**src/rtl/seg7_pkg.sv**
```systemverilog
// Shared definitions for the 7-segment display path: segment patterns
// (a..g, seg[6]=a), invalid-BCD marker and the scan decoder FSM states.
package seg7_pkg;

    localparam logic [6:0] SEG_0 = 7'b1111110;
    localparam logic [6:0] SEG_1 = 7'b0110000;
    localparam logic [6:0] SEG_2 = 7'b1101101;
    localparam logic [6:0] SEG_3 = 7'b1111001;
    localparam logic [6:0] SEG_4 = 7'b0110011;
    localparam logic [6:0] SEG_5 = 7'b1011011;
    localparam logic [6:0] SEG_6 = 7'b1011111;
    localparam logic [6:0] SEG_7 = 7'b1110000;
    localparam logic [6:0] SEG_8 = 7'b1111111;
    localparam logic [6:0] SEG_9 = 7'b1111011;

    localparam logic [3:0] BCD_INVALID = 4'hF;

    typedef enum logic [1:0] {
        IDLE,
        STABLE,
        HELD
    } state_t;

endpackage

```
**src/rtl/seg7_pattern_decode.sv**
```systemverilog
// Combinational 7-segment pattern to BCD decoder.
// Ports: seg[6:0] in (a..g), bcd[3:0] out, invalid out (pattern not a digit).
module seg7_pattern_decode
    import seg7_pkg::*;
(
    input  logic [6:0] seg,
    output logic [3:0] bcd,
    output logic       invalid
);

    always_comb begin
        bcd     = BCD_INVALID;
        invalid = 1'b0;
        case (seg)
            SEG_0:   bcd = 4'd0;
            SEG_1:   bcd = 4'd1;
            SEG_2:   bcd = 4'd2;
            SEG_3:   bcd = 4'd3;
            SEG_4:   bcd = 4'd4;
            SEG_5:   bcd = 4'd5;
            SEG_6:   bcd = 4'd6;
            SEG_7:   bcd = 4'd7;
            SEG_8:   bcd = 4'd8;
            SEG_9:   bcd = 4'd9;
            default: invalid = 1'b1;
        endcase
    end

endmodule

```
**src/rtl/seg7_scan_decoder.sv**
```systemverilog
// Receive side of a multiplexed 7-segment bus: debounces each digit
// slot, decodes it to BCD and hands out whole frames via valid/ready.
// Ports: clk, rst_n (sync, active-low), seg[6:0], an[NUM_DIGITS-1:0] in;
// frm_valid, frm_digits[4*N-1:0], frm_err[N-1:0], overrun out;
// frm_ready in.
module seg7_scan_decoder
    import seg7_pkg::*;
#(
    parameter int NUM_DIGITS    = 4,
    parameter int STABLE_CYCLES = 4
) (
    input  logic                    clk,
    input  logic                    rst_n,
    input  logic [6:0]              seg,
    input  logic [NUM_DIGITS-1:0]   an,
    output logic                    frm_valid,
    input  logic                    frm_ready,
    output logic [4*NUM_DIGITS-1:0] frm_digits,
    output logic [NUM_DIGITS-1:0]   frm_err,
    output logic                    overrun
);

    localparam int CW = $clog2(STABLE_CYCLES + 1);

    logic [6:0]              seg_q;
    logic [6:0]              seg_p;
    logic [NUM_DIGITS-1:0]   an_q;
    logic [NUM_DIGITS-1:0]   an_p;
    state_t                  state;
    logic [CW-1:0]           count;
    logic [4*NUM_DIGITS-1:0] stg_digits;
    logic [NUM_DIGITS-1:0]   stg_err;
    logic [NUM_DIGITS-1:0]   seen;
    logic [3:0]              bcd;
    logic                    invalid;
    logic                    changed;
    logic                    one_hot;
    logic                    capture;
    logic                    complete;

    seg7_pattern_decode u_decode (
        .seg     (seg_q),
        .bcd     (bcd),
        .invalid (invalid)
    );

    assign changed  = {seg_q, an_q} != {seg_p, an_p};
    assign one_hot  = $onehot(an_q);
    // count holds how many identical samples were seen so far; this
    // unchanged sample is the last one needed.
    assign capture  = (state == STABLE) && !changed && one_hot &&
                      (count == CW'(STABLE_CYCLES - 1));
    assign complete = &seen;

    // Input registers plus one-cycle-old copy for change detection.
    always_ff @(posedge clk) begin
        if (!rst_n) begin
            seg_q <= '0;
            an_q  <= '0;
            seg_p <= '0;
            an_p  <= '0;
        end else begin
            seg_q <= seg;
            an_q  <= an;
            seg_p <= seg_q;
            an_p  <= an_q;
        end
    end

    always_ff @(posedge clk) begin
        if (!rst_n) begin
            state <= IDLE;
            count <= '0;
        end else begin
            unique case (state)
                IDLE: begin
                    if (one_hot) begin
                        state <= STABLE;
                        count <= CW'(1);
                    end
                end
                STABLE: begin
                    if (!one_hot) begin
                        state <= IDLE;
                        count <= '0;
                    end else if (changed) begin
                        count <= CW'(1);
                    end else if (capture) begin
                        state <= HELD;
                        count <= '0;
                    end else begin
                        count <= count + CW'(1);
                    end
                end
                HELD: begin
                    if (changed) begin
                        state <= one_hot ? STABLE : IDLE;
                        count <= one_hot ? CW'(1) : '0;
                    end
                end
                default: begin
                    state <= IDLE;
                    count <= '0;
                end
            endcase
        end
    end

    // Staging: a capture of the digit already seen simply overwrites it.
    // On completion seen restarts, keeping any capture of the same edge.
    always_ff @(posedge clk) begin
        if (!rst_n) begin
            stg_digits <= '0;
            stg_err    <= '0;
            seen       <= '0;
        end else begin
            seen <= (complete ? '0 : seen) | (capture ? an_q : '0);
            for (int k = 0; k < NUM_DIGITS; k++) begin
                if (capture && an_q[k]) begin
                    stg_digits[4*k +: 4] <= bcd;
                    stg_err[k]           <= invalid;
                end
            end
        end
    end

    // Output frame: a new frame always wins; it only counts as an
    // overrun when the pending one is not taken on the same edge.
    always_ff @(posedge clk) begin
        if (!rst_n) begin
            frm_valid  <= 1'b0;
            frm_digits <= '0;
            frm_err    <= '0;
            overrun    <= 1'b0;
        end else begin
            overrun <= 1'b0;
            if (complete) begin
                frm_digits <= stg_digits;
                frm_err    <= stg_err;
                frm_valid  <= 1'b1;
                overrun    <= frm_valid && !frm_ready;
            end else if (frm_valid && frm_ready) begin
                frm_valid <= 1'b0;
            end
        end
    end

endmodule

```
**config.mk**
```make
export PLATFORM = sky130hd
export DESIGN_NAME = seg7_scan_decoder
export DESIGN_NICKNAME = d
export VERILOG_FILES = /design/src/rtl/seg7_pkg.sv /design/src/rtl/seg7_pattern_decode.sv /design/src/rtl/seg7_scan_decoder.sv
export SDC_FILE = /design/constraint.sdc
export NUM_CORES = 1
export LEC_CHECK = 0
export CAP_MARGIN = 20
export CORE_MARGIN = 2
export CORE_UTILIZATION = 49
export CTS_CLUSTER_SIZE = 20
export DETAILED_ROUTE_END_ITERATION = 8
export PLACE_DENSITY_LB_ADDON = 0.05
export SLEW_MARGIN = 20
export SYNTH_ARGS = -nofsm -noshare
export SYNTH_HDL_FRONTEND = slang
export SYNTH_SLANG_ARGS = --single-unit
```
**constraint.sdc**
```tcl
create_clock -name clk -period 2.8 [get_ports clk]
set_input_delay 0.56 -clock clk [delete_from_list [all_inputs] [get_ports clk]]
set_output_delay 0.56 -clock clk [all_outputs]
set_load 0.02 [all_outputs]
```
==> load_flow_metrics.sql <==
INSERT INTO impl_metrics (metric_group, metric, value, unit) VALUES
('worst_hold_path', 'worst_hold_path.endpoint', 'count[2]', ''),
('outcome', 'status', 'finished clean', ''),
('route', 'route.layer.met1.wl', '2900', 'µm'),
('setup_path', 'timing.rr.end', 'stg_err[2]', ''),
('floorplan', 'std_cell_rows', '28', ''),
('sta', 'setup_tns', '0', 'ps'),
('route', 'wire_per_inst', '14.0', 'µm'),
('layout', 'fillerInstances', '532', ''),
('yosys', 'post-synth-top-area-cell', 'sky130_fd_sc_hd__dfxtp_1', ''),
('sta', 'clock_skew', '8.99', 'ps'),
('cts', 'clock_tree.htree_level_count', '3', ''),
('cts', 'clock_insertion_delay_worst_skew', '350', 'ps'),
('setup_path', 'worstPathMaxFanout', '6', ''),
('layout', 'area_delta_synth_final', '25.0', '%'),
('placed_design', 'detailedPlacementHpwl', '3950', 'µm'),
('yosys', 'netlist.area_leader.share', '49.8', '%'),
('cts', 'clockBufferDepth', '2', ''),
('route', 'detailroute.via_count', '2356', ''),
('route', 'firstDrtPassIters', '4', ''),
('setup_path', 'crit_slowest_cell', 'sky130_fd_sc_hd__fa_1', ''),
('floorplan', 'die_x', '81.4', 'µm'),
('yosys', 'syn-instance-count', '326', ''),
('placed_design', 'placement.io_buffers', '35', ''),
('setup_path', 'r2r_cells', '12', ''),
('route', 'maxUsedRoutingLayer', 'met4', ''),
('layout', 'share_of_post_route_cells_with_drive_strength_above_1', '13.1', '%'),
('global_routing', 'pin_count_of_the_biggest_net_entering_global_routing', '41', ''),
('setup_path', 'timing.critical_path.required', '3080', 'ps'),
('yosys', 'netlist_top_cells_count', 'sky130_fd_sc_hd__dfxtp_1 (73), sky130_fd_sc_hd__nand2_1 (50), sky130_fd_sc_hd__a21oi_1 (47)', ''),
('setup_path', 'worst_setup_end_kind', 'flop', ''),
('yosys', 'synth-main-ff-cell', 'sky130_fd_sc_hd__dfxtp_1', ''),
('sta', 'max_freq', '0.381', 'GHz'),
('cts', 'clk_pin_slew_worst_setup_hold_paths', '70', 'ps'),
('setup_path', 'cp.arrival', '2910', 'ps'),
('setup_path', 'crit_path_cell_trace', 'inv_1, fa_1, inv_1, ha_1, ha_4, nor3b_2, buf_4, nand3_2, nor4_4, buf_4, nand3_1, a21oi_1', ''),
('yosys', 'synthesis.area', '0.00294', 'mm²'),
('route', 'average_via_count_per_standard_cell', '5.25', ''),
('setup_path', 'timing.critical_path.depth', '12', ''),
('setup_path', 'ff2ff_setup_slack', '180', 'ps'),
('route', 'met2_wl', '2960', 'µm'),
('worst_hold_path', 'hold_wc_path_type', 'reg2reg', ''),
('layout', 'antenna_cells', '0', ''),
('worst_hold_path', 'hold_path.startpoint', 'count[2]', ''),
('setup_path', 'cp_slowest_stage_delay', '490', 'ps'),
('route', 'ant_nets', '0', ''),
('placed_design', 'gp_congestion', '0.823', ''),
('power_and_ir_drop', 'maximum_vdd_ir_drop', '0.000301', 'V'),
('sta', 'worst_pin_slew', '693', 'ps'),
('route', 'drc', '0', ''),
('yosys', 'synthArstFlopShare', '0', '%'),
('floorplan', 'die_h', '81.4', 'µm'),
('route', 'drt_first_iter_violations', '104', ''),
('yosys', 'ys_warn_count', '0', ''),
('setup_path', 'timing.critical_path.max_delay_family', 'adder cells', ''),
('cts', 'clock_sinks', '73', ''),
('setup_path', 'worstSetupStartpointType', 'flop', ''),
('cts', 'cts_made_buffers', '9', ''),
('sta', 'rsz0062_at_grt', 'no', ''),
('cts', 'cts.hold.buffers_added', '0', ''),
('power_and_ir_drop', 'cellPowerDensity', '550', 'mW/mm²'),
('global_routing', 'grt_pass1_vias', '2122', ''),
('layout', 'final_nets', '387', ''),
('global_routing', 'groute.usage.overall', '19.9', '%'),
('global_routing', 'grt_first_pass_wirelength', '9780', 'µm'),
('sta', 'timing.final.setup_violations', '0', ''),
('power_and_ir_drop', 'p_leak', '0.00132', 'µW'),
('sta', 'finalHoldViolations', '0', ''),
('layout', 'finish.utilization', '62.7', '%'),
('worst_hold_path', 'worstHoldPathCells', '2', ''),
('yosys', 'synth.distinct_cells', '50', ''),
('setup_path', 'critical_path_buf_inv_count', '4', '');
==> cell type report <==
cell class / instances / area [µm²] / area share [%]
flip-flops and latches: 73 / 1470 / 40.0
multi-input cells: 229 / 1440 / 39.3
repair buffers: 50 / 468 / 12.8
clock buffers: 14 / 163 / 4.43
well taps: 75 / 93.8 / 2.56
inverters: 6 / 22.5 / 0.614
clock inverters: 2 / 12.5 / 0.341
==> worst min-delay path, cell delays in order, from the launching register on <==
cell                      delay [ps]
sky130_fd_sc_hd__dfxtp_1         330
sky130_fd_sc_hd__nand2_1          60
sky130_fd_sc_hd__a21oi_1          30
==> per-stage QoR <==
step                      hold WS, ps  setup slack [ps]  instance area [µm²]  instances  total power, µW
final                             453               177                 3670        449             2020
after global placement            440              87.9                 3350        426             1250
after detailed placement          440              21.1                 3350        426             1250
after global routing              473              29.0                 3670        449             2090
after CTS                         450              26.9                 3540        442             1990
after floorplan                   421               151                 2940        326             1210
==> worst max-delay path by stage <==
stage	startpoint	end
finish	an_q[1]	stg_err[2]
global route	an_q[1]	stg_digits[14]
CTS	an_q[1]	stg_digits[7]
detailed placement	an_q[1]	stg_err[2]
global placement	an_q[1]	stg_err[2]
floorplan	an_q[0]	stg_err[0]
==> registers in the layout, indices dropped and copies added (netlist names) <==
name / cells
an_p: 4
frm_digits: 16
frm_err: 4
overrun: 1
state: 2
stg_err: 4
seg_q: 7
an_q: 4
frm_valid: 1
count: 3
seen: 4
seg_p: 7
stg_digits: 16
==> repair_timing <==
item / in CTS / in global routing
gates cloned: 0 / 0
gates resized for setup: 1 / 16
endpoints found under the hold margin: 0 / 0
endpoints found under the setup margin: 3 / 23
pin swaps: 0 / 5
buffers inserted: 0 / 7
==> metal layers <==
layer,track usage [%],up-vias
li1,-,1205
met1,24.9,1093
met2,30.6,45
met3,6.67,13
met4,9.49,0
met5,0,-
==> cells by family (layout without fill, tap and decap cells) <==
group	Yosys count	count (layout)	synth area share (%)
DFF	73	73	49.8
xor gates and xnor gates	12	12	4.09
and+or+nand+nor	129	129	24.9
AOI/OAI and AO/OA	84	84	15.5
adders and majority gates	4	4	1.96
buffers and inverters	24	72	3.71
==> layout by cell type, fill, tap and decap left out, types with 2 or more instances in the layout <==
cell / netlist / layout
sky130_fd_sc_hd__and3_1: 3 / 3
sky130_fd_sc_hd__nand3_2: 1 / 2
sky130_fd_sc_hd__o21ai_1: 8 / 11
sky130_fd_sc_hd__nor2b_1: 5 / 5
sky130_fd_sc_hd__nand3_4: 0 / 2
sky130_fd_sc_hd__nand4_1: 3 / 3
sky130_fd_sc_hd__and2_1: 22 / 22
sky130_fd_sc_hd__a21oi_1: 47 / 46
sky130_fd_sc_hd__clkdlybuf4s50_1: 0 / 35
sky130_fd_sc_hd__ha_1: 3 / 2
sky130_fd_sc_hd__buf_4: 0 / 14
sky130_fd_sc_hd__o22ai_1: 2 / 2
sky130_fd_sc_hd__nor2_1: 12 / 12
sky130_fd_sc_hd__inv_1: 5 / 5
sky130_fd_sc_hd__o21ai_0: 16 / 13
sky130_fd_sc_hd__clkbuf_8: 0 / 11
sky130_fd_sc_hd__clkbuf_1: 13 / 3
sky130_fd_sc_hd__nand2_1: 50 / 50
sky130_fd_sc_hd__o21a_1: 3 / 3
sky130_fd_sc_hd__nand3_1: 12 / 9
sky130_fd_sc_hd__xnor2_2: 2 / 2
sky130_fd_sc_hd__nor4_4: 1 / 4
sky130_fd_sc_hd__xnor2_1: 9 / 9
sky130_fd_sc_hd__dfxtp_1: 73 / 71
==> power breakdown <==
part           switching, µW  internal (µW)
clock network            379            370
logic                   97.6           89.6
registers               24.8           1060
Note: power is estimated with default switching activity, not from simulation.
